`src/rtl/roi_luma_mask_pkg.sv`:
```
// rtl/roi_luma_mask_pkg.sv - shared mode encodings and default corner insets
// Purpose: common definitions for the ROI luma mask block.
// Contents: mode_e (compare modes), DEL_X_DEF / DEL_Y_DEF reset corner insets.
package roi_luma_mask_pkg;

  typedef enum logic [1:0] {
    MODE_BELOW = 2'd0,   // Y <  Y_lo
    MODE_ABOVE = 2'd1,   // Y >  Y_hi
    MODE_BAND  = 2'd2,   // Y_lo <= Y <= Y_hi
    MODE_OFF   = 2'd3    // mask forced to 0
  } mode_e;

  localparam int DEL_X_DEF = 115;
  localparam int DEL_Y_DEF = 30;

endpackage

```
`src/rtl/roi_luma_mask_if.sv`:
```
// rtl/roi_luma_mask_if.sv - pixel-in / mask-out stream bundle
// Purpose: groups the pixel stream and the aligned mask stream.
// Ports: pix_valid, Y, tv_x, tv_y, frame_start (producer -> block);
//        mask_valid, mask, mask_x, mask_y (block -> consumer).
// Modports: master = pixel source / mask sink, slave = the mask block.
interface roi_luma_mask_if #(
  parameter int PIX_W   = 8,
  parameter int COORD_W = 10
);

  logic               pix_valid;
  logic [PIX_W-1:0]   Y;
  logic [COORD_W-1:0] tv_x;
  logic [COORD_W-1:0] tv_y;
  logic               frame_start;

  logic               mask_valid;
  logic               mask;
  logic [COORD_W-1:0] mask_x;
  logic [COORD_W-1:0] mask_y;

  modport master (
    output pix_valid, Y, tv_x, tv_y, frame_start,
    input  mask_valid, mask, mask_x, mask_y
  );

  modport slave (
    input  pix_valid, Y, tv_x, tv_y, frame_start,
    output mask_valid, mask, mask_x, mask_y
  );

endinterface

```
`src/rtl/roi_region.sv`:
```
// rtl/roi_region.sv - window bounds and region membership (combinational)
// Purpose: derives inset bounds from the window corners and tests a pixel
//          coordinate against them.
// Ports: x1,y1,x2,y2 window corners; del_x,del_y corner insets;
//        tv_x,tv_y pixel coordinate; region = pixel inside the shape;
//        bad = bounds are empty (ya>=yb or xa>=xb).
module roi_region #(
  parameter int COORD_W = 10
) (
  input  logic [COORD_W-1:0] x1,
  input  logic [COORD_W-1:0] y1,
  input  logic [COORD_W-1:0] x2,
  input  logic [COORD_W-1:0] y2,
  input  logic [COORD_W-1:0] del_x,
  input  logic [COORD_W-1:0] del_y,
  input  logic [COORD_W-1:0] tv_x,
  input  logic [COORD_W-1:0] tv_y,
  output logic               region,
  output logic               bad
);

  localparam int SW = COORD_W + 2;

  logic signed [SW-1:0] ya, yb, xa, xb, yb_raw, xb_raw, tx, ty;
  logic                 in_band;

  function automatic logic signed [SW-1:0] ext(input logic [COORD_W-1:0] v);
    return $signed({2'b00, v});
  endfunction

  always_comb begin
    // Two extra bits: one for the carry of corner+inset, one for the sign
    // of corner-inset so that an oversized inset can be clamped to 0.
    ya     = ext(y1) + ext(del_y);
    xa     = ext(x1) + ext(del_x);
    yb_raw = ext(y2) - ext(del_y);
    xb_raw = ext(x2) - ext(del_x);
    yb     = yb_raw[SW-1] ? '0 : yb_raw;
    xb     = xb_raw[SW-1] ? '0 : xb_raw;
    tx     = ext(tv_x);
    ty     = ext(tv_y);

    // Full-width band between ya and yb, plus a narrowed column above and
    // below it: the window with its four corners cut away.
    in_band = (ya <= ty) && (ty < yb);
    region  = in_band || (((ty < ya) || (ty >= yb)) && (xa < tx) && (tx < xb));
    bad     = (ya >= yb) || (xa >= xb);
  end

endmodule

```
`src/rtl/roi_luma_mask.sv`:
```
// rtl/roi_luma_mask.sv - region-of-interest luma mask with per-frame count
// Purpose: marks pixels inside a corner-cut window whose luma passes the
//          selected compare, two-stage pipelined, and counts marked pixels
//          per frame.
// Ports: clk, rst (sync active-high); pix (slave modport: pixel stream in,
//        mask stream out); x1..del_y, Y_lo, Y_hi, mode live config with
//        cfg_load request; frame_cnt/cnt_valid per-frame count report;
//        cfg_err sticky bad-config flag.
module roi_luma_mask
  import roi_luma_mask_pkg::*;
#(
  parameter int PIX_W     = 8,
  parameter int COORD_W   = 10,
  parameter int CNT_W     = 20,
  parameter int DEL_X_DEF = roi_luma_mask_pkg::DEL_X_DEF,
  parameter int DEL_Y_DEF = roi_luma_mask_pkg::DEL_Y_DEF
) (
  input  logic               clk,
  input  logic               rst,
  roi_luma_mask_if.slave     pix,
  input  logic [COORD_W-1:0] x1,
  input  logic [COORD_W-1:0] y1,
  input  logic [COORD_W-1:0] x2,
  input  logic [COORD_W-1:0] y2,
  input  logic [COORD_W-1:0] del_x,
  input  logic [COORD_W-1:0] del_y,
  input  logic [PIX_W-1:0]   Y_lo,
  input  logic [PIX_W-1:0]   Y_hi,
  input  logic [1:0]         mode,
  input  logic               cfg_load,
  output logic [CNT_W-1:0]   frame_cnt,
  output logic               cnt_valid,
  output logic               cfg_err
);

  // Shadow config, only replaced on a frame_start pixel
  logic [COORD_W-1:0] sh_x1, sh_y1, sh_x2, sh_y2, sh_del_x, sh_del_y;
  logic [PIX_W-1:0]   sh_ylo, sh_yhi;
  logic [1:0]         sh_mode;
  logic               pending;

  // Config in effect for the pixel currently at the input
  logic [COORD_W-1:0] e_x1, e_y1, e_x2, e_y2, e_del_x, e_del_y;
  logic [PIX_W-1:0]   e_ylo, e_yhi;
  mode_e              e_mode;
  logic               take, region, bounds_bad, e_bad, luma_hit;

  // Pipeline
  logic               s1_valid, s1_region, s1_luma, s1_fs, s2_hit;
  logic [COORD_W-1:0] s1_x, s1_y;
  logic [CNT_W-1:0]   acc;
  logic               seen_frame;

  // The frame_start pixel that consumes a pending load already uses the new
  // values, so the live inputs are forwarded around the shadow on that cycle.
  assign take    = pix.pix_valid & pix.frame_start & pending;
  assign e_x1    = take ? x1    : sh_x1;
  assign e_y1    = take ? y1    : sh_y1;
  assign e_x2    = take ? x2    : sh_x2;
  assign e_y2    = take ? y2    : sh_y2;
  assign e_del_x = take ? del_x : sh_del_x;
  assign e_del_y = take ? del_y : sh_del_y;
  assign e_ylo   = take ? Y_lo  : sh_ylo;
  assign e_yhi   = take ? Y_hi  : sh_yhi;
  assign e_mode  = mode_e'(take ? mode : sh_mode);

  roi_region #(.COORD_W(COORD_W)) u_region (
    .x1(e_x1), .y1(e_y1), .x2(e_x2), .y2(e_y2),
    .del_x(e_del_x), .del_y(e_del_y),
    .tv_x(pix.tv_x), .tv_y(pix.tv_y),
    .region(region), .bad(bounds_bad)
  );

  // Badness is a pure function of the effective config, so it holds for the
  // whole frame without a separate stored copy.
  assign e_bad = bounds_bad | ((e_mode == MODE_BAND) && (e_ylo > e_yhi));

  always_comb begin
    luma_hit = 1'b0;
    case (e_mode)
      MODE_BELOW: luma_hit = (pix.Y < e_ylo);
      MODE_ABOVE: luma_hit = (pix.Y > e_yhi);
      MODE_BAND:  luma_hit = (pix.Y >= e_ylo) && (pix.Y <= e_yhi);
      default:    luma_hit = 1'b0;
    endcase
  end

  assign s2_hit = s1_region & s1_luma;

  always_ff @(posedge clk) begin
    if (rst) begin
      sh_x1      <= '0;
      sh_y1      <= '0;
      sh_x2      <= '1;
      sh_y2      <= '1;
      sh_del_x   <= COORD_W'(DEL_X_DEF);
      sh_del_y   <= COORD_W'(DEL_Y_DEF);
      sh_ylo     <= '0;
      sh_yhi     <= '0;
      sh_mode    <= MODE_OFF;
      pending    <= 1'b0;
      cfg_err    <= 1'b0;
      s1_valid   <= 1'b0;
      s1_region  <= 1'b0;
      s1_luma    <= 1'b0;
      s1_fs      <= 1'b0;
      s1_x       <= '0;
      s1_y       <= '0;
      pix.mask_valid <= 1'b0;
      pix.mask       <= 1'b0;
      pix.mask_x     <= '0;
      pix.mask_y     <= '0;
      acc        <= '0;
      frame_cnt  <= '0;
      cnt_valid  <= 1'b0;
      seen_frame <= 1'b0;
    end else begin
      if (take) begin
        sh_x1    <= x1;
        sh_y1    <= y1;
        sh_x2    <= x2;
        sh_y2    <= y2;
        sh_del_x <= del_x;
        sh_del_y <= del_y;
        sh_ylo   <= Y_lo;
        sh_yhi   <= Y_hi;
        sh_mode  <= mode;
        pending  <= 1'b0;
        cfg_err  <= e_bad;
      end
      // A request arriving on the consuming cycle stays pending for the next frame
      if (cfg_load) pending <= 1'b1;

      // Stage 1
      s1_valid <= pix.pix_valid;
      if (pix.pix_valid) begin
        s1_region <= region & ~e_bad;
        s1_luma   <= luma_hit;
        s1_fs     <= pix.frame_start;
        s1_x      <= pix.tv_x;
        s1_y      <= pix.tv_y;
      end

      // Stage 2 and frame accounting
      pix.mask_valid <= s1_valid;
      cnt_valid      <= 1'b0;
      if (s1_valid) begin
        pix.mask   <= s2_hit;
        pix.mask_x <= s1_x;
        pix.mask_y <= s1_y;
        if (s1_fs) begin
          if (seen_frame) begin
            frame_cnt <= acc;
            cnt_valid <= 1'b1;
          end
          seen_frame <= 1'b1;
          acc        <= CNT_W'(s2_hit);
        end else if (s2_hit && (acc != '1)) begin
          acc <= acc + CNT_W'(1);
        end
      end
    end
  end

endmodule
```
`src/flat_wrapper.sv`:
```
// flat-port wrapper written by rule: the top's interface ports become plain ports
module roi_luma_mask_flat import roi_luma_mask_pkg::*;
#(
  parameter int PIX_W     = 8,
  parameter int COORD_W   = 10,
  parameter int CNT_W     = 20,
  parameter int DEL_X_DEF = roi_luma_mask_pkg::DEL_X_DEF,
  parameter int DEL_Y_DEF = roi_luma_mask_pkg::DEL_Y_DEF
)
  (clk, rst, x1, y1, x2, y2, del_x, del_y, Y_lo, Y_hi, mode, cfg_load, frame_cnt, cnt_valid, cfg_err, pix_pix_valid, pix_Y, pix_tv_x, pix_tv_y, pix_frame_start, pix_mask_valid, pix_mask, pix_mask_x, pix_mask_y);
  roi_luma_mask_if #(.PIX_W(PIX_W), .COORD_W(COORD_W)) pix_i ();
  input  logic clk;
  input  logic rst;
  input  logic [COORD_W-1:0] x1;
  input  logic [COORD_W-1:0] y1;
  input  logic [COORD_W-1:0] x2;
  input  logic [COORD_W-1:0] y2;
  input  logic [COORD_W-1:0] del_x;
  input  logic [COORD_W-1:0] del_y;
  input  logic [PIX_W-1:0] Y_lo;
  input  logic [PIX_W-1:0] Y_hi;
  input  logic [1:0] mode;
  input  logic cfg_load;
  output logic [CNT_W-1:0] frame_cnt;
  output logic cnt_valid;
  output logic cfg_err;
  input wire logic [$bits(pix_i.pix_valid)-1:0] pix_pix_valid;
  input wire logic [$bits(pix_i.Y)-1:0] pix_Y;
  input wire logic [$bits(pix_i.tv_x)-1:0] pix_tv_x;
  input wire logic [$bits(pix_i.tv_y)-1:0] pix_tv_y;
  input wire logic [$bits(pix_i.frame_start)-1:0] pix_frame_start;
  output wire logic [$bits(pix_i.mask_valid)-1:0] pix_mask_valid;
  output wire logic [$bits(pix_i.mask)-1:0] pix_mask;
  output wire logic [$bits(pix_i.mask_x)-1:0] pix_mask_x;
  output wire logic [$bits(pix_i.mask_y)-1:0] pix_mask_y;
  assign pix_i.pix_valid = pix_pix_valid;
  assign pix_i.Y = pix_Y;
  assign pix_i.tv_x = pix_tv_x;
  assign pix_i.tv_y = pix_tv_y;
  assign pix_i.frame_start = pix_frame_start;
  assign pix_mask_valid = pix_i.mask_valid;
  assign pix_mask = pix_i.mask;
  assign pix_mask_x = pix_i.mask_x;
  assign pix_mask_y = pix_i.mask_y;
  roi_luma_mask #(.PIX_W(PIX_W), .COORD_W(COORD_W), .CNT_W(CNT_W), .DEL_X_DEF(DEL_X_DEF), .DEL_Y_DEF(DEL_Y_DEF)) u_core (.clk(clk), .rst(rst), .pix(pix_i), .x1(x1), .y1(y1), .x2(x2), .y2(y2), .del_x(del_x), .del_y(del_y), .Y_lo(Y_lo), .Y_hi(Y_hi), .mode(mode), .cfg_load(cfg_load), .frame_cnt(frame_cnt), .cnt_valid(cnt_valid), .cfg_err(cfg_err));
endmodule
```
`config.mk`:
```
export PLATFORM = sky130hd
export DESIGN_NAME = roi_luma_mask_flat
export DESIGN_NICKNAME = d
export VERILOG_FILES = /design/src/rtl/roi_luma_mask_pkg.sv /design/src/rtl/roi_luma_mask_if.sv /design/src/rtl/roi_region.sv /design/src/rtl/roi_luma_mask.sv /design/src/flat_wrapper.sv
export SDC_FILE = /design/constraint.sdc
export NUM_CORES = 1
export LEC_CHECK = 0
export CORE_UTILIZATION = 45
export DETAILED_ROUTE_END_ITERATION = 12
export GPL_TIMING_DRIVEN = 0
export PLACE_DENSITY = 0.78
export SETUP_SLACK_MARGIN = 0.02
export SKIP_CTS_REPAIR_TIMING = 1
export SYNTH_ARGS = -nofsm -noshare
export SYNTH_HDL_FRONTEND = slang
export SYNTH_HIERARCHICAL = 1
export SYNTH_SLANG_ARGS = --single-unit
```
`constraint.sdc`:
```
create_clock -name clk -period 4.7 [get_ports clk]
set_input_delay 0.47 -clock clk [delete_from_list [all_inputs] [get_ports clk]]
set_output_delay 0.47 -clock clk [all_outputs]
set_load 0.05 [all_outputs]
```
==> flow_summary_export.csv <==
group,metric,value,unit
status,status,"completed",
synthesis,muxShareOfSynthArea,5.80,%
timing,period_share,95.7,%
synthesis,yosysSeqAreaShare,33.6,%
routing,initialDrtViolationCount,543,
timing,setup-violations-final,0,
critical_path,reg2reg_depth,23,
floorplan,dieArea,0.0228,mm²
floorplan,die_y,151,µm
critical_path,crit_type,"register to register",
power_and_ir_drop,vdd_drop_max,242,µV
global_routing,grt_start_max_net_pins,20,
critical_path,arrival,4.87,ns
floorplan,core-area,0.0218,mm²
cts,root_buffer,"clkbuf_16",
placement,gp_congestion,0.885,
finish,final_cells,1707,
routing,drt-wirelength-per-cell,15.6,µm
critical_path,start_kind,"register",
cts,clock_latency,0.45,ns
synthesis,ys_warn_count,6,
cts,numCtsBuffers,17,
timing,max_slew_margin,46.2,%
power_and_ir_drop,leakage,5.63,nW
global_routing,grt.overflow.total,0,
timing,fin_worst_skew,0.0101,ns
power_and_ir_drop,power.switching,1.25,mW
power_and_ir_drop,power.internal,2.63,mW
timing,setup_tns,0,ns
power_and_ir_drop,swShare,32.1,%
routing,routed_via_density,5.28,
routing,dr.pass1.iters,6,
timing,fin_crit,4.50,ns
hold_path,hold-path-cell-count,3,
synthesis,syn_inst,1233,
global_routing,grt_pass1_wl,41.5,mm
cts,htreeDepth,4,
synthesis,synth-seq-cells,168,
hold_path,hp-start,"pix_pix_valid",
synthesis,synth_fa_ha_area_share,15.7,%
global_routing,antenna_found_initial,1,
power_and_ir_drop,p_clk_share,36.2,%
timing,drv_slew,0,
routing,finalWirelength,26.6,mm
critical_path,r2r_start,"u_core/pending",
synthesis,synth_compound_area_share,11.2,%
floorplan,ioPinCount,155,
synthesis,netlist_area,0.0100,mm²
timing,hold_viol_final,0,
cts,cts_tree,"done",
finish,syn_to_final_growth,26.9,%
power_and_ir_drop,p_total,3.88,mW
finish,multiInputGateArea,0.00632,mm²
finish,filler_cell_count,1980,
placement,place_area,0.0119,mm²
critical_path,r2r_slack,0.20,ns
power_and_ir_drop,p_per_area,306,mW/mm²
synthesis,synth.distinct_cells,66,
global_routing,track_usage,23.6,%
power_and_ir_drop,p_seq_share,38.2,%
timing,max_freq,0.222,GHz
cts,cts.sinks,168,
finish,postLayoutCoreUtil,58.2,%
critical_path,end_kind,"register",
critical_path,cp_max_fo,10,
finish,final_cell_area,0.0127,mm²
synthesis,avgSynthCellArea,8.12,µm²
finish,reg_top3,"u_core/acc x20, u_core/frame_cnt x20",
cts,clkTransAtPathRegs,0.07,ns
synthesis,synth_ff_type,"dfxtp_1",
synthesis,synth_edf_count,0,
finish,nets,1645,
power_and_ir_drop,p_comb_share,25.6,%
critical_path,cp-startpoint,"u_core/pending",
finish,drive_above_1_share,8.56,%
synthesis,synth_xor_area_share,4.37,%
finish,regArea,0.00336,mm²
floorplan,die_width,151,µm
routing,antenna_left,0,
routing,drc,0,
synthesis,ys_top_cells_by_area,"dfxtp_1 34%, ha_1 15%, nand2_1 10%",
synthesis,synth.top_cell.area_share,33.6,%
synthesis,synth-simple-area-share,25.1,%
timing,tightestPinTransition,0.807,ns
critical_path,required,5.07,ns
job,maxCapViolCount,0,
synthesis,post-synth-top-area-cell,"dfxtp_1",
synthesis,syn_nets,1465,
synthesis,async_flop_share,0,%
synthesis,synth_top_family_by_area,"simple AND/OR/NAND/NOR gates",
global_routing,grt_pass1_vias,8538,
floorplan,num_rows,54,
floorplan,start_util,45.9,%
routing,vias,9016,
placement,dp_cells,1666,
placement,io_buffers,153,
placement,dp.final_hpwl,20.5,mm
cts,cts.path.max_buffers,2,
hold_path,min_path_type,"primary input to register",
## worst paths after layout
check,endpoint
worst min-delay path,u_core/s1_y[9]
worst max register to register,u_core/s1_region
worst max-delay path,u_core/s1_region
worst min register to register,u_core/frame_cnt[14]
## synth_stat cells (3+ instances only)
cell	instances
nand2_1	268
dfxtp_1	168
ha_1	117
nor2_1	111
a21oi_1	67
inv_1	63
mux2i_1	58
nor2b_1	43
clkbuf_1	33
or2_2	29
o21ai_0	27
xnor2_1	27
nand2b_1	24
nand3_1	23
xor2_1	23
nor3_1	19
a21o_1	14
a211oi_1	9
nand4_1	9
o21a_1	8
buf_1	7
and3_1	6
a2111oi_0	4
a31oi_1	4
and4_1	4
fa_1	4
or3_1	4
a211o_1	3
buf_2	3
maj3_1	3
o211ai_1	3
o21ai_1	3
o21bai_1	3
o22ai_1	3
## area by class of cell
class                           count  share of cell area, %
Antenna cell                        1                 0.0197
Buffer                             45                   1.83
Clock buffer                       17                   3.35
Clock inverter                     15                   1.38
Inverter                           63                   1.86
Multi-Input combinational cell    957                   49.8
Sequential cell                   168                   26.5
Tap cell                          280                   2.76
Timing Repair Buffer              161                   12.5
## critical path: stages (launching register included)
cell	delay, ns
dfxtp_2	0.36
and3_4	0.27
buf_2	0.26
nand2_1	0.08
nand2_1	0.13
ha_1	0.18
inv_1	0.06
fa_2	0.36
a21o_1	0.18
a21oi_2	0.19
o21ai_0	0.11
o211ai_1	0.26
xnor2_1	0.19
nand2_1	0.14
ha_1	0.32
nand4_1	0.12
nor2_1	0.08
a2111oi_2	0.33
nand3_1	0.11
a21oi_1	0.14
nand4_1	0.14
a21oi_2	0.15
nand3_1	0.11
a21oi_2	0.16
## power groups by stage
stage	registers, mW	logic [mW]	clock network, mW
2_1_floorplan	1.53	0.616	0
4_1_cts	1.48	0.938	1.43
3_3_place_gp	1.51	0.897	0
5_1_grt	1.49	1.11	1.50
3_5_place_dp	1.51	0.926	0
6_report	1.48	0.994	1.40
## cells by family (layout without fill, tap and decap cells)
kind of cell	count (synthesis)	after routing
compound gates	172	173
xor+xnor	50	50
fa+ha+maj	124	124
buf+inv	109	301
flops	168	168
mux	58	58
other cells	0	1
simple gates	552	552
## placed cells by master, fill, tap and decap left out, types with 4 or more instances in the layout
master and instances:
clkinv_8 5, clkbuf_1 24, o21ai_0 25, xor2_1 23, dfxtp_1 167, a31oi_1 4, inv_1 63, clkdlybuf4s50_1 152
mux2i_1 58, nand2b_1 24, clkbuf_16 17, nand4_1 9, clkbuf_2 6, a21oi_2 6, or2_2 29, a21oi_1 62
xnor2_1 27, nor2b_1 43, nor2_1 111, a21o_1 14, buf_4 10, nand2_1 268, ha_1 117, nand3_1 23
o21a_1 8, inv_8 5, a211oi_1 7, or3_1 4, nor3_1 19, and3_1 5, and4_1 4
## stage by stage
stage / hold slack (ns) / worst slack [ns]
after floorplan: 0.450 / 0.194
after global placement: 0.444 / -1.23
after detailed placement: 0.446 / -1.27
after CTS: 0.370 / -0.845
after global routing: 0.401 / -0.0283
final: 0.390 / 0.201
## per-layer routing
layer / vias up / global-route usage (%) / part of all wire, %
met5: - / 0 / 0
met4: 0 / 8.55 / 2.9
met3: 57 / 5.21 / 5.8
met2: 254 / 39.2 / 46
met1: 4178 / 29.8 / 45
li1: 4527 / - / -
No activity file was read; power rests on OpenSTA's default activity.
